$ cat src/rtl/if_pkg.sv
// if_pkg: shared FSM state type and parameter defaults for the instruction prefetch unit
package if_pkg;
    typedef enum logic [1:0] {ST_RUN, ST_WAIT, ST_HALT} state_t;
    localparam logic [3:0] HALT_OP_DEF = 4'hF;
    localparam int PC_STEP_DEF = 2;
endpackage

$ cat src/rtl/if_prefetch_if.sv
// if_prefetch_if: instruction-memory, redirect and decode-side signals of the prefetch unit
interface if_prefetch_if #(
    parameter int DATA_W = 16,
    parameter int ADDR_W = 16
);
    logic              imem_req;
    logic [ADDR_W-1:0] imem_addr;
    logic              imem_rvalid;
    logic [DATA_W-1:0] imem_rdata;
    logic              redirect_valid;
    logic [ADDR_W-1:0] redirect_pc;
    logic              id_ready;
    logic              id_valid;
    logic [DATA_W-1:0] id_instr;
    logic [ADDR_W-1:0] id_pc;
    logic              halted;
    modport master (
        output imem_req, imem_addr, id_valid, id_instr, id_pc, halted,
        input  imem_rvalid, imem_rdata, redirect_valid, redirect_pc, id_ready
    );
    modport slave (
        input  imem_req, imem_addr, id_valid, id_instr, id_pc, halted,
        output imem_rvalid, imem_rdata, redirect_valid, redirect_pc, id_ready
    );
endinterface

$ cat src/rtl/fetch_queue.sv
// fetch_queue: power-of-two circular FIFO with synchronous flush; head reads as zero when empty
module fetch_queue #(
    parameter int W     = 32,
    parameter int DEPTH = 4
) (
    input  logic                     clk,
    input  logic                     rst_n,
    input  logic                     i_flush,
    input  logic                     i_push,
    input  logic [W-1:0]             i_data,
    input  logic                     i_pop,
    output logic                     o_valid,
    output logic [W-1:0]             o_data,
    output logic [$clog2(DEPTH):0]   o_count
);
    localparam int PTR_W = $clog2(DEPTH);
    logic [W-1:0]     r_mem [DEPTH];
    logic [PTR_W-1:0] r_wr;
    logic [PTR_W-1:0] r_rd;
    logic [PTR_W:0]   r_cnt;
    assign o_valid = r_cnt != '0;
    assign o_data  = o_valid ? r_mem[r_rd] : '0;
    assign o_count = r_cnt;
    // entry storage; a flush discards any same-cycle write
    always_ff @(posedge clk)
        if (i_push && !i_flush) r_mem[r_wr] <= i_data;
    // pointers wrap naturally because DEPTH is a power of two
    always_ff @(posedge clk or negedge rst_n)
        if (!rst_n) begin
            r_wr  <= '0;
            r_rd  <= '0;
            r_cnt <= '0;
        end else if (i_flush) begin
            r_wr  <= '0;
            r_rd  <= '0;
            r_cnt <= '0;
        end else begin
            if (i_push) r_wr <= r_wr + 1'b1;
            if (i_pop) r_rd <= r_rd + 1'b1;
            r_cnt <= r_cnt + {{PTR_W{1'b0}}, i_push} - {{PTR_W{1'b0}}, i_pop};
        end
endmodule

$ cat src/rtl/if_prefetch.sv
// if_prefetch: single-outstanding instruction fetcher feeding decode through a small queue
module if_prefetch
    import if_pkg::*;
#(
    parameter int                DATA_W   = 16,
    parameter int                ADDR_W   = 16,
    parameter int                DEPTH    = 4,
    parameter int                PC_STEP  = PC_STEP_DEF,
    parameter logic [ADDR_W-1:0] RESET_PC = '0,
    parameter logic [3:0]        HALT_OP  = HALT_OP_DEF
) (
    input  logic          clk,
    input  logic          rst_n,
    if_prefetch_if.master bus
);
    localparam int PTR_W = $clog2(DEPTH);
    localparam logic [PTR_W:0] FULL = (PTR_W+1)'(DEPTH);
    state_t                   r_state;
    state_t                   w_state_nxt;
    logic [ADDR_W-1:0]        r_fetch_pc;
    logic [ADDR_W-1:0]        w_pc_nxt;
    logic                     r_discard;
    logic                     w_discard_nxt;
    logic                     w_push;
    logic                     w_pop;
    logic                     w_q_valid;
    logic [PTR_W:0]           w_count;
    logic [DATA_W+ADDR_W-1:0] w_q_data;
    assign w_pop         = w_q_valid & bus.id_ready & ~bus.redirect_valid;
    assign bus.imem_addr = r_fetch_pc;
    assign bus.id_valid  = w_q_valid;
    assign bus.id_pc     = w_q_data[DATA_W +: ADDR_W];
    assign bus.id_instr  = w_q_data[DATA_W-1:0];
    assign bus.halted    = (r_state == ST_HALT) & ~w_q_valid;
    fetch_queue #(
        .W     (DATA_W + ADDR_W),
        .DEPTH (DEPTH)
    ) u_queue (
        .clk     (clk),
        .rst_n   (rst_n),
        .i_flush (bus.redirect_valid),
        .i_push  (w_push),
        .i_data  ({r_fetch_pc, bus.imem_rdata}),
        .i_pop   (w_pop),
        .o_valid (w_q_valid),
        .o_data  (w_q_data),
        .o_count (w_count)
    );
    // next state, fetch address, discard flag, push and request; redirect overrides everything
    always_comb begin
        w_state_nxt   = r_state;
        w_pc_nxt      = r_fetch_pc;
        w_discard_nxt = r_discard;
        w_push        = 1'b0;
        bus.imem_req  = 1'b0;
        if (bus.redirect_valid) begin
            w_pc_nxt      = bus.redirect_pc;
            w_state_nxt   = ST_RUN;
            w_discard_nxt = 1'b0;
            if (r_state == ST_WAIT && !bus.imem_rvalid) begin
                w_state_nxt   = ST_WAIT;
                w_discard_nxt = 1'b1;
            end
        end else begin
            case (r_state)
                ST_RUN: if (rst_n && w_count < FULL) begin
                    bus.imem_req = 1'b1;
                    w_state_nxt  = ST_WAIT;
                end
                ST_WAIT: if (bus.imem_rvalid) begin
                    w_state_nxt   = ST_RUN;
                    w_discard_nxt = 1'b0;
                    if (!r_discard) begin
                        w_push   = 1'b1;
                        w_pc_nxt = r_fetch_pc + ADDR_W'(PC_STEP);
                        if (bus.imem_rdata[DATA_W-1 -: 4] == HALT_OP) w_state_nxt = ST_HALT;
                    end
                end
                default: ;
            endcase
        end
    end
    // state, fetch address and discard registers
    always_ff @(posedge clk or negedge rst_n)
        if (!rst_n) begin
            r_state    <= ST_RUN;
            r_fetch_pc <= RESET_PC;
            r_discard  <= 1'b0;
        end else begin
            r_state    <= w_state_nxt;
            r_fetch_pc <= w_pc_nxt;
            r_discard  <= w_discard_nxt;
        end
endmodule

$ cat src/flat_wrapper.sv
// flat-port wrapper written by rule: the top's interface ports become plain ports
module if_prefetch_flat import if_pkg::*;
#(
    parameter int                DATA_W   = 16,
    parameter int                ADDR_W   = 16,
    parameter int                DEPTH    = 4,
    parameter int                PC_STEP  = PC_STEP_DEF,
    parameter logic [ADDR_W-1:0] RESET_PC = '0,
    parameter logic [3:0]        HALT_OP  = HALT_OP_DEF
)
  (clk, rst_n, bus_imem_req, bus_imem_addr, bus_id_valid, bus_id_instr, bus_id_pc, bus_halted, bus_imem_rvalid, bus_imem_rdata, bus_redirect_valid, bus_redirect_pc, bus_id_ready);
  if_prefetch_if #(.DATA_W(DATA_W), .ADDR_W(ADDR_W)) bus_i ();
  input  logic clk;
  input  logic rst_n;
  output wire logic [$bits(bus_i.imem_req)-1:0] bus_imem_req;
  output wire logic [$bits(bus_i.imem_addr)-1:0] bus_imem_addr;
  output wire logic [$bits(bus_i.id_valid)-1:0] bus_id_valid;
  output wire logic [$bits(bus_i.id_instr)-1:0] bus_id_instr;
  output wire logic [$bits(bus_i.id_pc)-1:0] bus_id_pc;
  output wire logic [$bits(bus_i.halted)-1:0] bus_halted;
  input wire logic [$bits(bus_i.imem_rvalid)-1:0] bus_imem_rvalid;
  input wire logic [$bits(bus_i.imem_rdata)-1:0] bus_imem_rdata;
  input wire logic [$bits(bus_i.redirect_valid)-1:0] bus_redirect_valid;
  input wire logic [$bits(bus_i.redirect_pc)-1:0] bus_redirect_pc;
  input wire logic [$bits(bus_i.id_ready)-1:0] bus_id_ready;
  assign bus_imem_req = bus_i.imem_req;
  assign bus_imem_addr = bus_i.imem_addr;
  assign bus_id_valid = bus_i.id_valid;
  assign bus_id_instr = bus_i.id_instr;
  assign bus_id_pc = bus_i.id_pc;
  assign bus_halted = bus_i.halted;
  assign bus_i.imem_rvalid = bus_imem_rvalid;
  assign bus_i.imem_rdata = bus_imem_rdata;
  assign bus_i.redirect_valid = bus_redirect_valid;
  assign bus_i.redirect_pc = bus_redirect_pc;
  assign bus_i.id_ready = bus_id_ready;
  if_prefetch #(.DATA_W(DATA_W), .ADDR_W(ADDR_W), .DEPTH(DEPTH), .PC_STEP(PC_STEP), .RESET_PC(RESET_PC), .HALT_OP(HALT_OP)) u_core (.clk(clk), .rst_n(rst_n), .bus(bus_i));
endmodule
$ cat config.mk
export PLATFORM = sky130hd
export DESIGN_NAME = if_prefetch_flat
export DESIGN_NICKNAME = d
export VERILOG_FILES = /design/src/rtl/if_pkg.sv /design/src/rtl/if_prefetch_if.sv /design/src/rtl/fetch_queue.sv /design/src/rtl/if_prefetch.sv /design/src/flat_wrapper.sv
export SDC_FILE = /design/constraint.sdc
export NUM_CORES = 1
export LEC_CHECK = 0
export ABC_CLOCK_PERIOD_IN_PS = 5600
export CAP_MARGIN = 10
export CORE_UTILIZATION = 59
export DETAILED_ROUTE_END_ITERATION = 8
export GPL_ROUTABILITY_DRIVEN = 0
export GPL_TIMING_DRIVEN = 0
export PLACE_DENSITY = 0.91
export SLEW_MARGIN = 20
export SYNTH_ARGS = -nofsm -noshare
export SYNTH_HDL_FRONTEND = slang
export SYNTH_SLANG_ARGS = --single-unit
$ cat constraint.sdc
create_clock -name clk -period 5.6 [get_ports clk]
set_input_delay 0.56 -clock clk [delete_from_list [all_inputs] [get_ports clk]]
set_output_delay 0.56 -clock clk [all_outputs]
set_load 0.005 [all_outputs]
==> qor.csv, run 1 <==
metric;value;unit
outcome;finished clean;
clk sink count;154;
H-tree depth;4;
GRT Util Overall;0.278;
antenna diode count;0;
Reg area;4490;um^2
max-cap violations;0;
area grow syn2layout;27.0;%
Die W;106;um
Worst EP required;5040;ps
top layer in use;met4;
final hold violations;0;
clk slew on worst S/H paths;60;ps
initial antenna violation count;0;
post-CTS setup buffers;0;
worst relative slew slack;0.524;
Initial DRC Count;291;
via/cell ratio;6.08;
die height;106;um
Arr. time, crit path;2800;ps
multi-input logic area;1770;um^2
vias in the first global route;4006;
Finished Core Util;0.778;
wirelength, routed;14200;um
total power draw;3.31;mW
Initial Util;0.613;
total gr overflow;0;
Root Driver;clkbuf_8;
post-synthesis register bit count;154;
Seq/Total Area, Yosys;0.704;
fmax;297;MHz
CTS max path bufs;2;
max-slew violations;0;
Yosys warning count;0;
die area;11200;um^2
hpwl dp;8480;um
endpoints failing setup;0;
drt wl/cell;22.8;um
drt drc;0;
unrepaired setup endpoints after global routing;false;
min cycle time layout;3360;ps
IR Drop Worst-Case VDD;0.000252;V
crit-path max FO;10;
Rows;37;
Final Cell Area;8100;um^2
FILL cells;570;
IO buf count;87;
Skew-Pair Late Insertion Delay;530;ps
count of cell types in the netlist;47;
Pwr Density;408;nW/um^2
Pre-Repair DR Iteration Count;5;
DR vias;3792;
slack of the critical path;2240;ps
worst hold path type;input pin to asynchronous set/reset pin;
Worst-Margin Slew;715;ps
LEAKAGE;2.79;nW
Met2 Wirelength;7570;um
critical path type;flop to output port;
fraction of layout instances using a drive strength above 1;0.182;
Final ANT Viol Nets;0;
CP Capture Type;output port;
Final Cycle Share;0.601;
pre-CTS WS;2310;ps
TritonCTS Buffers;17;
DRT met1 WL;5450;um
placed cell areas;7500;um^2
post-CTS sizing;0;
Avg Inst Size Synth;17.5;um^2
Synth Net Count;410;
Nets;520;
largest net degree at the start of global routing;28;
Std-Cell Core Area;10400;um^2
startpoint types;flop;
cells after synthesis;365;
met3 wire length;879;um
Cell Area, Synth;6380;um^2
Hold-fix buffers, CTS;0;
setup_tns;0;ps
CTS tree;done;
global-route wire length before repair;22400;um
clock skew;10.8;ps
I/O pin count;88;
## through the flow
step	cells	hold WS, ps
floorplan	365	264
finish	624	49.3
global route	624	80.0
global placement	588	492
CTS	624	43.5
detailed placement	592	508
## registers in the layout (all words and copies together), names as in the netlist
register,cells
u_core.bus.imem_addr,16
u_core.r_discard,1
u_core.r_state,2
u_core.u_queue.o_count,3
u_core.u_queue.r_mem,128
u_core.u_queue.r_rd,2
u_core.u_queue.r_wr,2
## placed cells by master, fill, tap and decap left out, types with 10 or more instances in the layout
cell type	n
and2_1	33
clkbuf_1	10
clkbuf_16	16
clkdlybuf4s50_1	86
dfrtp_1	26
edfxtp_1	128
mux4_2	32
nand2_1	20
nor2_1	12
## Yosys cell counts, drive strengths merged
master / number / area (um^2)
and2: 37 / 231
clkbuf: 10 / 37.5
nor2b: 3 / 18.8
ha: 7 / 87.6
a21oi: 3 / 15.0
or4: 1 / 7.51
nand3: 7 / 40.0
nand4: 6 / 43.8
inv: 7 / 26.3
nor4: 4 / 46.3
nor3: 2 / 10.0
a22oi: 3 / 22.5
and4: 1 / 8.76
nor3b: 3 / 22.5
o21ai: 9 / 45.0
xor2: 6 / 52.6
edfxtp: 128 / 3840
a41oi: 1 / 8.76
nand2: 20 / 75.1
and4b: 1 / 10.0
fa: 1 / 20.0
or2b: 1 / 8.76
or2: 1 / 6.26
o22ai: 1 / 6.26
nand4bb: 1 / 11.3
xnor2: 7 / 61.3
a221o: 2 / 20.0
mux2i: 4 / 40.0
mux2: 2 / 22.5
and4bb: 1 / 12.5
nor4b: 1 / 8.76
o21a: 1 / 7.51
or3: 2 / 12.5
or3b: 1 / 8.76
and2b: 1 / 7.51
buf: 9 / 58.8
mux4: 32 / 721
nor2: 12 / 45.0
dfrtp: 26 / 651
## final cells by class
| class | count | area share |
|---|---|---|
| Clock inverter | 15 | 0.0229 |
| Tap cell | 136 | 0.0210 |
| Sequential cell | 154 | 0.555 |
| Timing Repair Buffer | 91 | 0.117 |
| Inverter | 7 | 0.00324 |
| Multi-Input combinational cell | 185 | 0.218 |
| Buffer | 19 | 0.0119 |
| Clock buffer | 17 | 0.0511 |
## cell families (layout without fill, tap and decap cells)
group / after synthesis / count (layout) / synth area share
buffers and inverters: 26 / 149 / 0.0192
AND/OR/NAND/NOR: 106 / 106 / 0.0996
multiplexers: 38 / 38 / 0.123
adder cells (fa/ha/maj): 8 / 8 / 0.0169
XOR/XNOR: 13 / 13 / 0.0178
AO/OA/AOI/OAI: 20 / 20 / 0.0196
flip-flops: 154 / 154 / 0.704
## critical path: stages, from the launching register on
cell and delay, ps:
dfrtp_1 420, or3_1 380, clkbuf_1 230, clkbuf_1 310, nor3b_1 370, clkdlybuf4s50_1 570
## power by group
| part | total [mW] | leakage, nW | internal [mW] | switching [mW] |
|---|---|---|---|---|
| Clock | 1.16 | 0.297 | 0.688 | 0.477 |
| Combinational | 0.804 | 1.02 | 0.468 | 0.336 |
| Sequential | 1.34 | 1.48 | 1.29 | 0.0512 |
## path summary, 6_finish.rpt
| kind | startpoint | to | slack [ps] | cells past startpoint |
|---|---|---|---|---|
| max | u_core.u_queue.o_count[1] | bus_halted | 2240 | 5 |
| min | rst_n | u_core.bus.imem_addr[11] | 50 | 1 |
| max reg2reg | u_core.u_queue.o_count[1] | u_core.u_queue.o_count[2] | 3010 | 11 |
| min reg2reg | u_core.r_discard | u_core.r_discard | 560 | 1 |
| max in group asynchronous | rst_n | u_core.u_queue.o_count[2] | 5130 | 1 |
| min in group clk | u_core.r_discard | u_core.r_discard | 560 | 1 |
## per-layer routing
metal  up-vias  track usage
li1       1629            -
met1      1953        0.352
met2       179        0.462
met3        31       0.0693
met4         0        0.116
met5         -            0
Power figures use the tool's default switching activity.
==> run 2, diff against run 1 <==
- ABC_CLOCK_PERIOD_IN_PS: 5600 -> 3150
- CORE_UTILIZATION: 59 -> 55
- PLACE_DENSITY: 0.91 -> 0.86
- clock period: 5.6 -> 3.15 ns (I/O delays scaled with it)
==> qor.csv, run 2 (same netlist as run 1, synthesis figures left out) <==
metric;value;unit
FILL cells;649;
drt wl/cell;22.1;um
IR Drop Worst-Case VDD;0.000408;V
TritonCTS Buffers;17;
Worst-Margin Slew;801;ps
Std-Cell Core Area;11100;um^2
total power draw;5.83;mW
number of cells on the critical path;5;
Initial DRC Count;274;
GR Util met2;0.423;
clk sink count;154;
max-slew violations;0;
worst hold path type;input pin to asynchronous set/reset pin;
Global Route met1 Usage;0.322;
Reg with most FFs;u_core.u_queue.r_mem;
global-route wire length before repair;21000;um
die height;110;um
Root Driver;clkbuf_16;
R2R Setup Slk;630;ps
M3 GR Usage;0.0593;
Final ANT Viol Nets;0;
max-cap violations;0;
DR vias;3713;
unrepaired setup endpoints after global routing;false;
wirelength, routed;13900;um
CP Capture Type;output port;
Pwr Density;718;nW/um^2
total gr overflow;0;
Arr. time, crit path;2700;ps
clk slew on worst S/H paths;60;ps
LEAKAGE;2.79;nW
final hold violations;0;
crit path launch;u_core.u_queue.r_rd[1];
antenna diode count;0;
startpoint types;flop;
GRT Util Overall;0.252;
max reg flops;128;
WP buf/inv;3;
Crit path largest cell delay;650;ps
crit-path max FO;10;
Nets;521;
critical path type;flop to output port;
initial antenna violation count;0;
Final Cell Area;8130;um^2
worst hold margin;383;ps
drt drc;0;
Reg-to-Reg End;u_core.u_queue.o_count[2];
CTS max path bufs;2;
outcome;finished clean;
post-CTS setup buffers;0;
worst path cell trace;clkbuf_1 > clkbuf_1 > mux4_2 > and2_1 > clkdlybuf4s50_1;
post-placement cell count;596;
H-tree depth;4;
CP dominant cell by count;clkbuf_1;
commonest non-fill, non-tap cell in the layout;edfxtp_1;
Rows;38;
vias in the first global route;3844;
endpoints failing setup;0;
Non-Filler Instances;629;
CTS tree;done;
Crit path max-delay family;buffers and inverters;
via/cell ratio;5.90;
Die W;110;um
die area;12000;um^2
depth of the most critical reg-to-reg path;11;
hpwl dp;8650;um
fmax;332;MHz
I/O pin count;88;
Skew-Pair Late Insertion Delay;410;ps
r2r startpoint;u_core.u_queue.o_count[1];
clock skew;6.54;ps
most frequent cells in the layout;edfxtp_1 (128), clkdlybuf4s50_1 (86), and2_1 (33);
IO buf count;87;
Finished Core Util;0.734;
worst relative slew slack;0.466;
area grow syn2layout;27.4;%
largest net degree at the start of global routing;28;
placed cell areas;7530;um^2
fraction of layout instances using a drive strength above 1;0.178;
Initial Util;0.576;
Pre-Repair DR Iteration Count;5;
Max stage delay cell, worst path;clkbuf_1;
Top Usage Layer GRT;met2;
min cycle time layout;3020;ps
Worst EP required;2830;ps
Final Cycle Share;0.957;
end of the critical path;bus_id_pc[9];
run 2: changes by cell type in the layout (fill, tap and decap cells not counted), sizes merged:
cell	change
clkinvlp	+3
dlygate4sd3	+1
clkbuf	+3
inv	-6
clkinv	+1
buf	-1
run 2: layout make-up:
class | instances | area (um^2) | share of cell area
Buffer | 19 | 97.6 | 0.0120
Timing Repair Buffer | 92 | 981 | 0.121
Sequential cell | 154 | 4490 | 0.553
Multi-Input combinational cell | 185 | 1770 | 0.218
Tap cell | 140 | 175 | 0.0215
Clock buffer | 19 | 433 | 0.0532
Inverter | 7 | 26.3 | 0.00323
Clock inverter | 13 | 153 | 0.0188
run 2: repair_timing:
item	CTS	global route
hold endpoints to repair	26	0
hold buffers	1	0
gates resized for setup	0	3
setup endpoints to repair	0	2
run 2: per-stage QoR:
stage	TNS, ps	setup WS [ps]
final	0	134
after global routing	0	49.6
after CTS	0	94.5
after detailed placement	0	151
after global placement	-11250	-93.9
after floorplan	0	906
run 2: worst min path at each step:
stage                           from  depth (start not counted)                  endpoint  slack [ps]
floorplan                      rst_n                          0   u_core.bus.imem_addr[0]          20
global placement    u_core.r_discard                          1          u_core.r_discard         490
detailed placement             rst_n                          1  u_core.bus.imem_addr[13]         360
CTS                            rst_n                          2  u_core.bus.imem_addr[13]         450
global route                   rst_n                          2  u_core.bus.imem_addr[13]         410
finish                         rst_n                          2  u_core.bus.imem_addr[13]         380
run 2: per-layer routing:
| layer | part of all wire | up-vias |
|---|---|---|
| met5 | 0 | - |
| met4 | 0.018 | 0 |
| met3 | 0.055 | 21 |
| met2 | 0.54 | 162 |
| met1 | 0.39 | 1898 |
| li1 | - | 1632 |
run 2: report_power, final:
part,switching (mW),internal (mW)
registers,0.0866,2.29
clock network,0.761,1.24
logic,0.619,0.836
total,1.47,4.37
